===== src/rtl/audio_pkg.sv =====
// Shared types and default widths for the audio FIFO read path.
package audio_pkg;

   localparam int AUDIO_DATA_W = 32;
   localparam int AUDIO_DIV_W  = 32;
   localparam int AUDIO_UF_W   = 16;

   typedef enum logic [1:0] {
      IDLE  = 2'd0,
      RUN   = 2'd1,
      PAUSE = 2'd2,
      FLUSH = 2'd3
   } fifo_rd_state_t;

endpackage


===== src/rtl/rate_divider.sv =====
// Sample-rate divider: counts while enabled, holds while disabled, clears on request.
module rate_divider
   import audio_pkg::*;
#(
   parameter int DIV_W = AUDIO_DIV_W
) (
   input  logic             clk,
   input  logic             rst_n,
   input  logic             en,
   input  logic             clr,
   input  logic [DIV_W-1:0] div,
   output logic             tick
);

   localparam logic [DIV_W-1:0] DIV_ONE = {{(DIV_W-1){1'b0}}, 1'b1};

   logic [DIV_W-1:0] cnt_q;
   logic [DIV_W-1:0] cnt_d;
   logic [DIV_W-1:0] limit_s;
   logic             at_limit_s;

   // Wrap on >= so a lowered divisor never lets the counter run past the wrap point.
   always_comb begin
      limit_s    = (div == '0) ? '0 : (div - DIV_ONE);
      at_limit_s = (cnt_q >= limit_s);
      tick       = en & at_limit_s;
      if (clr) begin
         cnt_d = '0;
      end else if (en) begin
         cnt_d = at_limit_s ? '0 : (cnt_q + DIV_ONE);
      end else begin
         cnt_d = cnt_q;
      end
   end

   always_ff @(posedge clk) begin
      if (!rst_n) begin
         cnt_q <= '0;
      end else begin
         cnt_q <= cnt_d;
      end
   end

endmodule


===== src/rtl/audio_fifo_reader.sv =====
// Read side of the audio sample FIFO: paced pops, held sample with strobe,
// pause/stop handling and saturating underflow count.
module audio_fifo_reader
   import audio_pkg::*;
#(
   parameter int DATA_W = AUDIO_DATA_W,
   parameter int DIV_W  = AUDIO_DIV_W,
   parameter int UF_W   = AUDIO_UF_W
) (
   input  logic              clk_clk,
   input  logic              reset_reset_n,
   input  logic [DIV_W-1:0]  div_freq,
   input  logic              pause,
   input  logic              stop,
   input  logic              fifo_empty,
   input  logic [DATA_W-1:0] fifo_q,
   output logic              fifo_rdreq,
   output logic [DATA_W-1:0] sample_out,
   output logic              sample_valid,
   output logic              underflow,
   output logic [UF_W-1:0]   underflow_cnt,
   output logic              playing
);

   localparam logic [UF_W-1:0] UF_ONE = {{(UF_W-1){1'b0}}, 1'b1};

   fifo_rd_state_t    state_q, state_d;
   logic              pend_q, pend_d;
   logic [DATA_W-1:0] sample_out_q, sample_out_d;
   logic              sample_valid_q, sample_valid_d;
   logic              underflow_q, underflow_d;
   logic [UF_W-1:0]   uf_cnt_q, uf_cnt_d;
   logic              playing_q, playing_d;

   logic tick_s;
   logic run_s;
   logic flush_s;
   logic run_read_s;
   logic flush_read_s;
   logic uf_event_s;
   logic enter_flush_s;

   assign run_s   = (state_q == RUN);
   assign flush_s = (state_q == FLUSH);

   rate_divider #(
      .DIV_W (DIV_W)
   ) u_rate_divider (
      .clk   (clk_clk),
      .rst_n (reset_reset_n),
      .en    (run_s),
      .clr   ((state_q == IDLE) | flush_s),
      .div   (div_freq),
      .tick  (tick_s)
   );

   // A pause seen this cycle already blocks the pop, even before PAUSE is entered.
   assign run_read_s   = run_s & tick_s & ~fifo_empty & ~pause;
   assign flush_read_s = flush_s & ~fifo_empty;
   assign uf_event_s   = run_s & tick_s & fifo_empty;
   assign fifo_rdreq   = run_read_s | flush_read_s;

   // Playback state machine; stop dominates pause from every state.
   always_comb begin
      state_d = state_q;
      if (stop) begin
         state_d = FLUSH;
      end else begin
         case (state_q)
            IDLE:    state_d = pause ? PAUSE : RUN;
            RUN:     state_d = pause ? PAUSE : RUN;
            PAUSE:   state_d = pause ? PAUSE : RUN;
            FLUSH:   state_d = fifo_empty ? IDLE : FLUSH;
            default: state_d = IDLE;
         endcase
      end
   end

   assign enter_flush_s = (state_d == FLUSH) & (state_q != FLUSH);

   // Output datapath; entering FLUSH discards any word still in flight.
   always_comb begin
      pend_d         = run_read_s & ~enter_flush_s;
      sample_valid_d = pend_q & ~enter_flush_s;
      underflow_d    = uf_event_s & ~enter_flush_s;
      playing_d      = (state_d == RUN);

      if (enter_flush_s) begin
         sample_out_d = '0;
      end else if (pend_q) begin
         sample_out_d = fifo_q;
      end else begin
         sample_out_d = sample_out_q;
      end

      if (enter_flush_s) begin
         uf_cnt_d = '0;
      end else if (uf_event_s && !(&uf_cnt_q)) begin
         uf_cnt_d = uf_cnt_q + UF_ONE;
      end else begin
         uf_cnt_d = uf_cnt_q;
      end
   end

   // State and output registers.
   always_ff @(posedge clk_clk) begin
      if (!reset_reset_n) begin
         state_q        <= IDLE;
         pend_q         <= 1'b0;
         sample_out_q   <= '0;
         sample_valid_q <= 1'b0;
         underflow_q    <= 1'b0;
         uf_cnt_q       <= '0;
         playing_q      <= 1'b0;
      end else begin
         state_q        <= state_d;
         pend_q         <= pend_d;
         sample_out_q   <= sample_out_d;
         sample_valid_q <= sample_valid_d;
         underflow_q    <= underflow_d;
         uf_cnt_q       <= uf_cnt_d;
         playing_q      <= playing_d;
      end
   end

   assign sample_out    = sample_out_q;
   assign sample_valid  = sample_valid_q;
   assign underflow     = underflow_q;
   assign underflow_cnt = uf_cnt_q;
   assign playing       = playing_q;

endmodule


===== config.mk =====
export PLATFORM = sky130hd
export DESIGN_NAME = audio_fifo_reader
export DESIGN_NICKNAME = d
export VERILOG_FILES = /design/src/rtl/audio_pkg.sv /design/src/rtl/rate_divider.sv /design/src/rtl/audio_fifo_reader.sv
export SDC_FILE = /design/constraint.sdc
export NUM_CORES = 1
export LEC_CHECK = 0
export CAP_MARGIN = 10
export CORE_MARGIN = 5
export CORE_UTILIZATION = 35
export CTS_CLUSTER_DIAMETER = 30
export CTS_CLUSTER_SIZE = 10
export DETAILED_ROUTE_END_ITERATION = 6
export GPL_ROUTABILITY_DRIVEN = 0
export REMOVE_ABC_BUFFERS = 1
export SKIP_CTS_REPAIR_TIMING = 1
export SKIP_LAST_GASP = 1
export SLEW_MARGIN = 10
export SYNTH_ARGS = -nofsm -noshare
export SYNTH_HDL_FRONTEND = slang
export SYNTH_SLANG_ARGS = --single-unit

===== constraint.sdc =====
create_clock -name clk_clk -period 16.5 [get_ports clk_clk]
set_input_delay 3.3 -clock clk_clk [delete_from_list [all_inputs] [get_ports clk_clk]]
set_output_delay 3.3 -clock clk_clk [all_outputs]
set_load 0.05 [all_outputs]

==> reports/qor.json <==
{
  "synthesis.area_per_instance": {"value": 8.44, "unit": "sq um"},
  "internal-power": {"value": 347, "unit": "uW"},
  "clock_latency_late_sink": {"value": 0.33, "unit": "ns"},
  "synthCells": {"value": 594},
  "cts_htree_levels": {"value": 3},
  "finalInstanceArea": {"value": 6670, "unit": "sq um"},
  "synthXorXnorAreaFrac": {"value": 9.61, "unit": "%"},
  "count_of_state_elements_after_synthesis": {"value": 86},
  "dp_cells": {"value": 874},
  "endpoint_kind": {"value": "output port"},
  "syn_warnings": {"value": 0},
  "crit_path_top_delay_cell": {"value": "sky130_fd_sc_hd__clkdlybuf4s50_1"},
  "synth-simple-area-share": {"value": 27.1, "unit": "%"},
  "setup_tns_after_final_layout": {"value": 0, "unit": "ns"},
  "nNetsFinal": {"value": 813},
  "worst_hold_path_type": {"value": "register to register"},
  "synth.cell_area": {"value": 5010, "unit": "sq um"},
  "pwr-share-clk": {"value": 43.2, "unit": "%"},
  "power_density_over_the_cells": {"value": 67.0, "unit": "nW/um^2"},
  "antenna_cells_inserted": {"value": 0},
  "worst-path-buf-inv": {"value": 2},
  "p_leak": {"value": 0.00241, "unit": "uW"},
  "route.detailed.vias_per_inst": {"value": 5.14},
  "route.detailed.wl_per_inst": {"value": 14.6, "unit": "um"},
  "vdd_ir_drop_max": {"value": 58.9, "unit": "uV"},
  "grt_overflow_total": {"value": 0},
  "combinationalPowerShare": {"value": 10.1, "unit": "%"},
  "place_worst_setup_slack": {"value": 4.92, "unit": "ns"},
  "hp-start": {"value": "sample_out[27]$_SDFFE_PP0P_"},
  "synthAdderAreaFrac": {"value": 9.48, "unit": "%"},
  "post_route_cells_drive_above_1_share": {"value": 4.64, "unit": "%"},
  "area_growth_syn_to_layout": {"value": 33.1, "unit": "%"},
  "core_area": {"value": 14000, "unit": "sq um"},
  "worst_r2r_startpoint": {"value": "u_rate_divider.cnt_q[0]$_SDFFE_PP0N_"},
  "period_minus_slack": {"value": 11.57, "unit": "ns"},
  "power": {"value": 447, "unit": "uW"},
  "synthFlopType": {"value": "sky130_fd_sc_hd__dfxtp_1"},
  "compound_gate_fraction_of_synth_area": {"value": 8.98, "unit": "%"},
  "final_count_of_hold_timing_violations": {"value": 0},
  "synth.area.mux_share": {"value": 7.39, "unit": "%"},
  "setup.worst_path.class": {"value": "primary input to output port"},
  "critical-path-top-delay-family": {"value": "simple AND/OR/NAND/NOR gates"},
  "outcome": {"value": "complete, no violations"},
  "die_x": {"value": 130, "unit": "um"},
  "detailed_placer_s_ending_hpwl": {"value": 10200, "unit": "um"},
  "crit_path_cell_trace": {"value": "clkdlybuf4s50_1, or4_4, nor4_4, and2b_1, nand4_1, nor4_2, xor2_1, nand2_1, ha_1, nand4_2, or4_4, a21oi_2, o21ai_0, o21ba_2, nor2_1, clkdlybuf4s50_1"},
  "max_freq": {"value": 86.4, "unit": "MHz"},
  "cts-root-buf": {"value": "sky130_fd_sc_hd__clkbuf_16"},
  "post-synth-top-area-cell": {"value": "sky130_fd_sc_hd__dfxtp_1"},
  "die_height": {"value": 130, "unit": "um"},
  "portion_of_total_power_attributed_to_sequential_cells": {"value": 46.7, "unit": "%"},
  "critical_path_required": {"value": 13.20, "unit": "ns"},
  "synth-edff-count": {"value": 0},
  "synth_cell_type_count": {"value": 50},
  "ant_nets": {"value": 0},
  "via_count": {"value": 4581},
  "cts-buffers-inserted": {"value": 9},
  "start_util": {"value": 35.8, "unit": "%"},
  "placed_cell_area": {"value": 6350, "unit": "sq um"},
  "first_global_vias": {"value": 4446},
  "num_rows": {"value": 43},
  "yosysSeqAreaShare": {"value": 34.3, "unit": "%"},
  "yosys.area.top_type_share": {"value": 34.3, "unit": "%"},
  "cp_data_arrival_time": {"value": 8.27, "unit": "ns"},
  "maxCapViolations": {"value": 0},
  "final_period_utilization": {"value": 70.1, "unit": "%"},
  "clkSinkCount": {"value": 86},
  "worst_setup_hold_path_clk_slew": {"value": 0.06, "unit": "ns"},
  "finalMaxSlewViolations": {"value": 0},
  "slew_headroom": {"value": 33.4, "unit": "%"},
  "antenna_violations_before_repair": {"value": 0},
  "final_setup_skew": {"value": 0.00731, "unit": "ns"},
  "power.switching": {"value": 100, "unit": "uW"},
  "floorplan.die_area": {"value": 16800, "unit": "sq um"},
  "ctsLongestPathBuffers": {"value": 2},
  "synth_top_family_by_area": {"value": "simple AND/OR/NAND/NOR gates"},
  "layout.cells.most_common": {"value": "sky130_fd_sc_hd__clkdlybuf4s50_1"},
  "final_cell_mix": {"value": "sky130_fd_sc_hd__clkdlybuf4s50_1, sky130_fd_sc_hd__nor2_1, sky130_fd_sc_hd__dfxtp_1"},
  "grt_setup_unrepaired": {"value": "false"},
  "worst_slack": {"value": 4.93, "unit": "ns"},
  "endpoints_failing_setup": {"value": 0},
  "io_buffer_count": {"value": 120},
  "timing_worst_slew_pin_value": {"value": 0.999, "unit": "ns"},
  "crit_path_launch": {"value": "div_freq[6]"},
  "crit_fanout": {"value": 7},
  "worst_setup_path_start_kind": {"value": "primary input"},
  "power.share.switching": {"value": 22.5, "unit": "%"},
  "drt_drc_violations_left": {"value": 0},
  "grt_pass1_wl": {"value": 21300, "unit": "um"},
  "synth.top_cells.by_area": {"value": "sky130_fd_sc_hd__dfxtp_1, sky130_fd_sc_hd__ha_1, sky130_fd_sc_hd__mux2i_1, sky130_fd_sc_hd__nor2_1, sky130_fd_sc_hd__xor2_1"},
  "drt_wl_total": {"value": 13000, "unit": "um"},
  "io-pin-count": {"value": 121},
  "gr-usage-all-layers": {"value": 15.4, "unit": "%"},
  "async_flop_share": {"value": 0, "unit": "%"},
  "cp_slowest_stage_delay": {"value": 0.82, "unit": "ns"},
  "drt_first_iter_violations": {"value": 183},
  "finish.cell_count_without_fillers": {"value": 891},
  "maximum_number_of_pins_on_one_net_before_global_route_repair": {"value": 51},
  "initial_drt_pass_iterations": {"value": 4},
  "cts_tree": {"value": "done"}
}
## path summary, 6_finish.rpt
check	end	slack, ns	depth (start not counted)
setup reg to reg	underflow_cnt[10]$_SDFFE_PP0P_	13.56	9
hold reg to reg	sample_out[27]$_SDFFE_PP0P_	0.49	2
hold / removal	sample_out[27]$_SDFFE_PP0P_	0.49	2
setup / recovery	fifo_rdreq	4.93	16
## power groups by stage
stage | Clock, uW | Sequential, uW | Combinational [uW]
2_1_floorplan | 0 | 214 | 18.2
3_3_place_gp | 0 | 213 | 43.6
3_5_place_dp | 0 | 213 | 44.8
4_1_cts | 198 | 209 | 44.9
5_1_grt | 208 | 209 | 50.2
6_report | 193 | 209 | 45.4
## cell families after synthesis
family | count (synthesis)
flip-flops | 86
XOR/XNOR | 55
multiplexers | 37
AO/OA/AOI/OAI | 73
adder cells (fa/ha/maj) | 38
AND/OR/NAND/NOR | 271
buffers and inverters | 34
## area by class of cell
type                    count  area [sq um]
clock inverters             2          15.0
repair buffers            122          1240
fillers                  1362          7320
well taps                 180           225
inverters                  13          48.8
flip-flops and latches     86          1720
multi-input cells         474          3150
clock buffers              14           274
## tightest hold or removal path, stage by stage (launching register included)
cell and delay [ns]:
sky130_fd_sc_hd__dfxtp_1 0.32, sky130_fd_sc_hd__mux2i_1 0.06, sky130_fd_sc_hd__nor2_1 0.07
## metal layers
metal,vias up,share of wire (%),track usage (%)
met5,-,0,0
met4,0,2.8,5.44
met3,23,2.9,2.47
met2,71,51,26.3
met1,2160,44,19.8
li1,2327,-,-
## synth_stat cells (2+ instances only)
library cell	instances
sky130_fd_sc_hd__a21o_1	2
sky130_fd_sc_hd__a21oi_1	27
sky130_fd_sc_hd__and2_1	3
sky130_fd_sc_hd__and3_1	8
sky130_fd_sc_hd__and4_1	6
sky130_fd_sc_hd__buf_1	6
sky130_fd_sc_hd__buf_2	3
sky130_fd_sc_hd__buf_6	3
sky130_fd_sc_hd__clkbuf_1	9
sky130_fd_sc_hd__dfxtp_1	86
sky130_fd_sc_hd__ha_1	38
sky130_fd_sc_hd__inv_1	13
sky130_fd_sc_hd__mux2i_1	37
sky130_fd_sc_hd__nand2_1	62
sky130_fd_sc_hd__nand2b_1	5
sky130_fd_sc_hd__nand3_1	23
sky130_fd_sc_hd__nand4_1	16
sky130_fd_sc_hd__nor2_1	92
sky130_fd_sc_hd__nor2_2	2
sky130_fd_sc_hd__nor2b_1	4
sky130_fd_sc_hd__nor3_1	12
sky130_fd_sc_hd__nor4_1	9
sky130_fd_sc_hd__nor4_2	2
sky130_fd_sc_hd__nor4b_1	2
sky130_fd_sc_hd__o211ai_1	6
sky130_fd_sc_hd__o21a_1	4
sky130_fd_sc_hd__o21ai_0	16
sky130_fd_sc_hd__o21ai_1	3
sky130_fd_sc_hd__o31ai_1	4
sky130_fd_sc_hd__or3_1	7
sky130_fd_sc_hd__or3_4	2
sky130_fd_sc_hd__or4_1	9
sky130_fd_sc_hd__or4_4	3
sky130_fd_sc_hd__xnor2_1	16
sky130_fd_sc_hd__xor2_1	39
## state kept, by name, indices dropped and copies added, names as in the netlist
register,count
pend_q,1
playing,1
sample_out,32
sample_valid,1
state_q,2
u_rate_divider.cnt_q,32
underflow,1
underflow_cnt,16
## per-stage QoR
stage | hold WS (ns) | util [%]
2_1_floorplan | 0.471 | -
3_3_place_gp | 0.473 | 45.4
3_5_place_dp | 0.483 | 45.4
4_1_cts | 0.498 | 47.5
5_1_grt | 0.510 | 47.7
6_report | 0.493 | 47.7
Note: power is estimated with default switching activity, not from simulation.
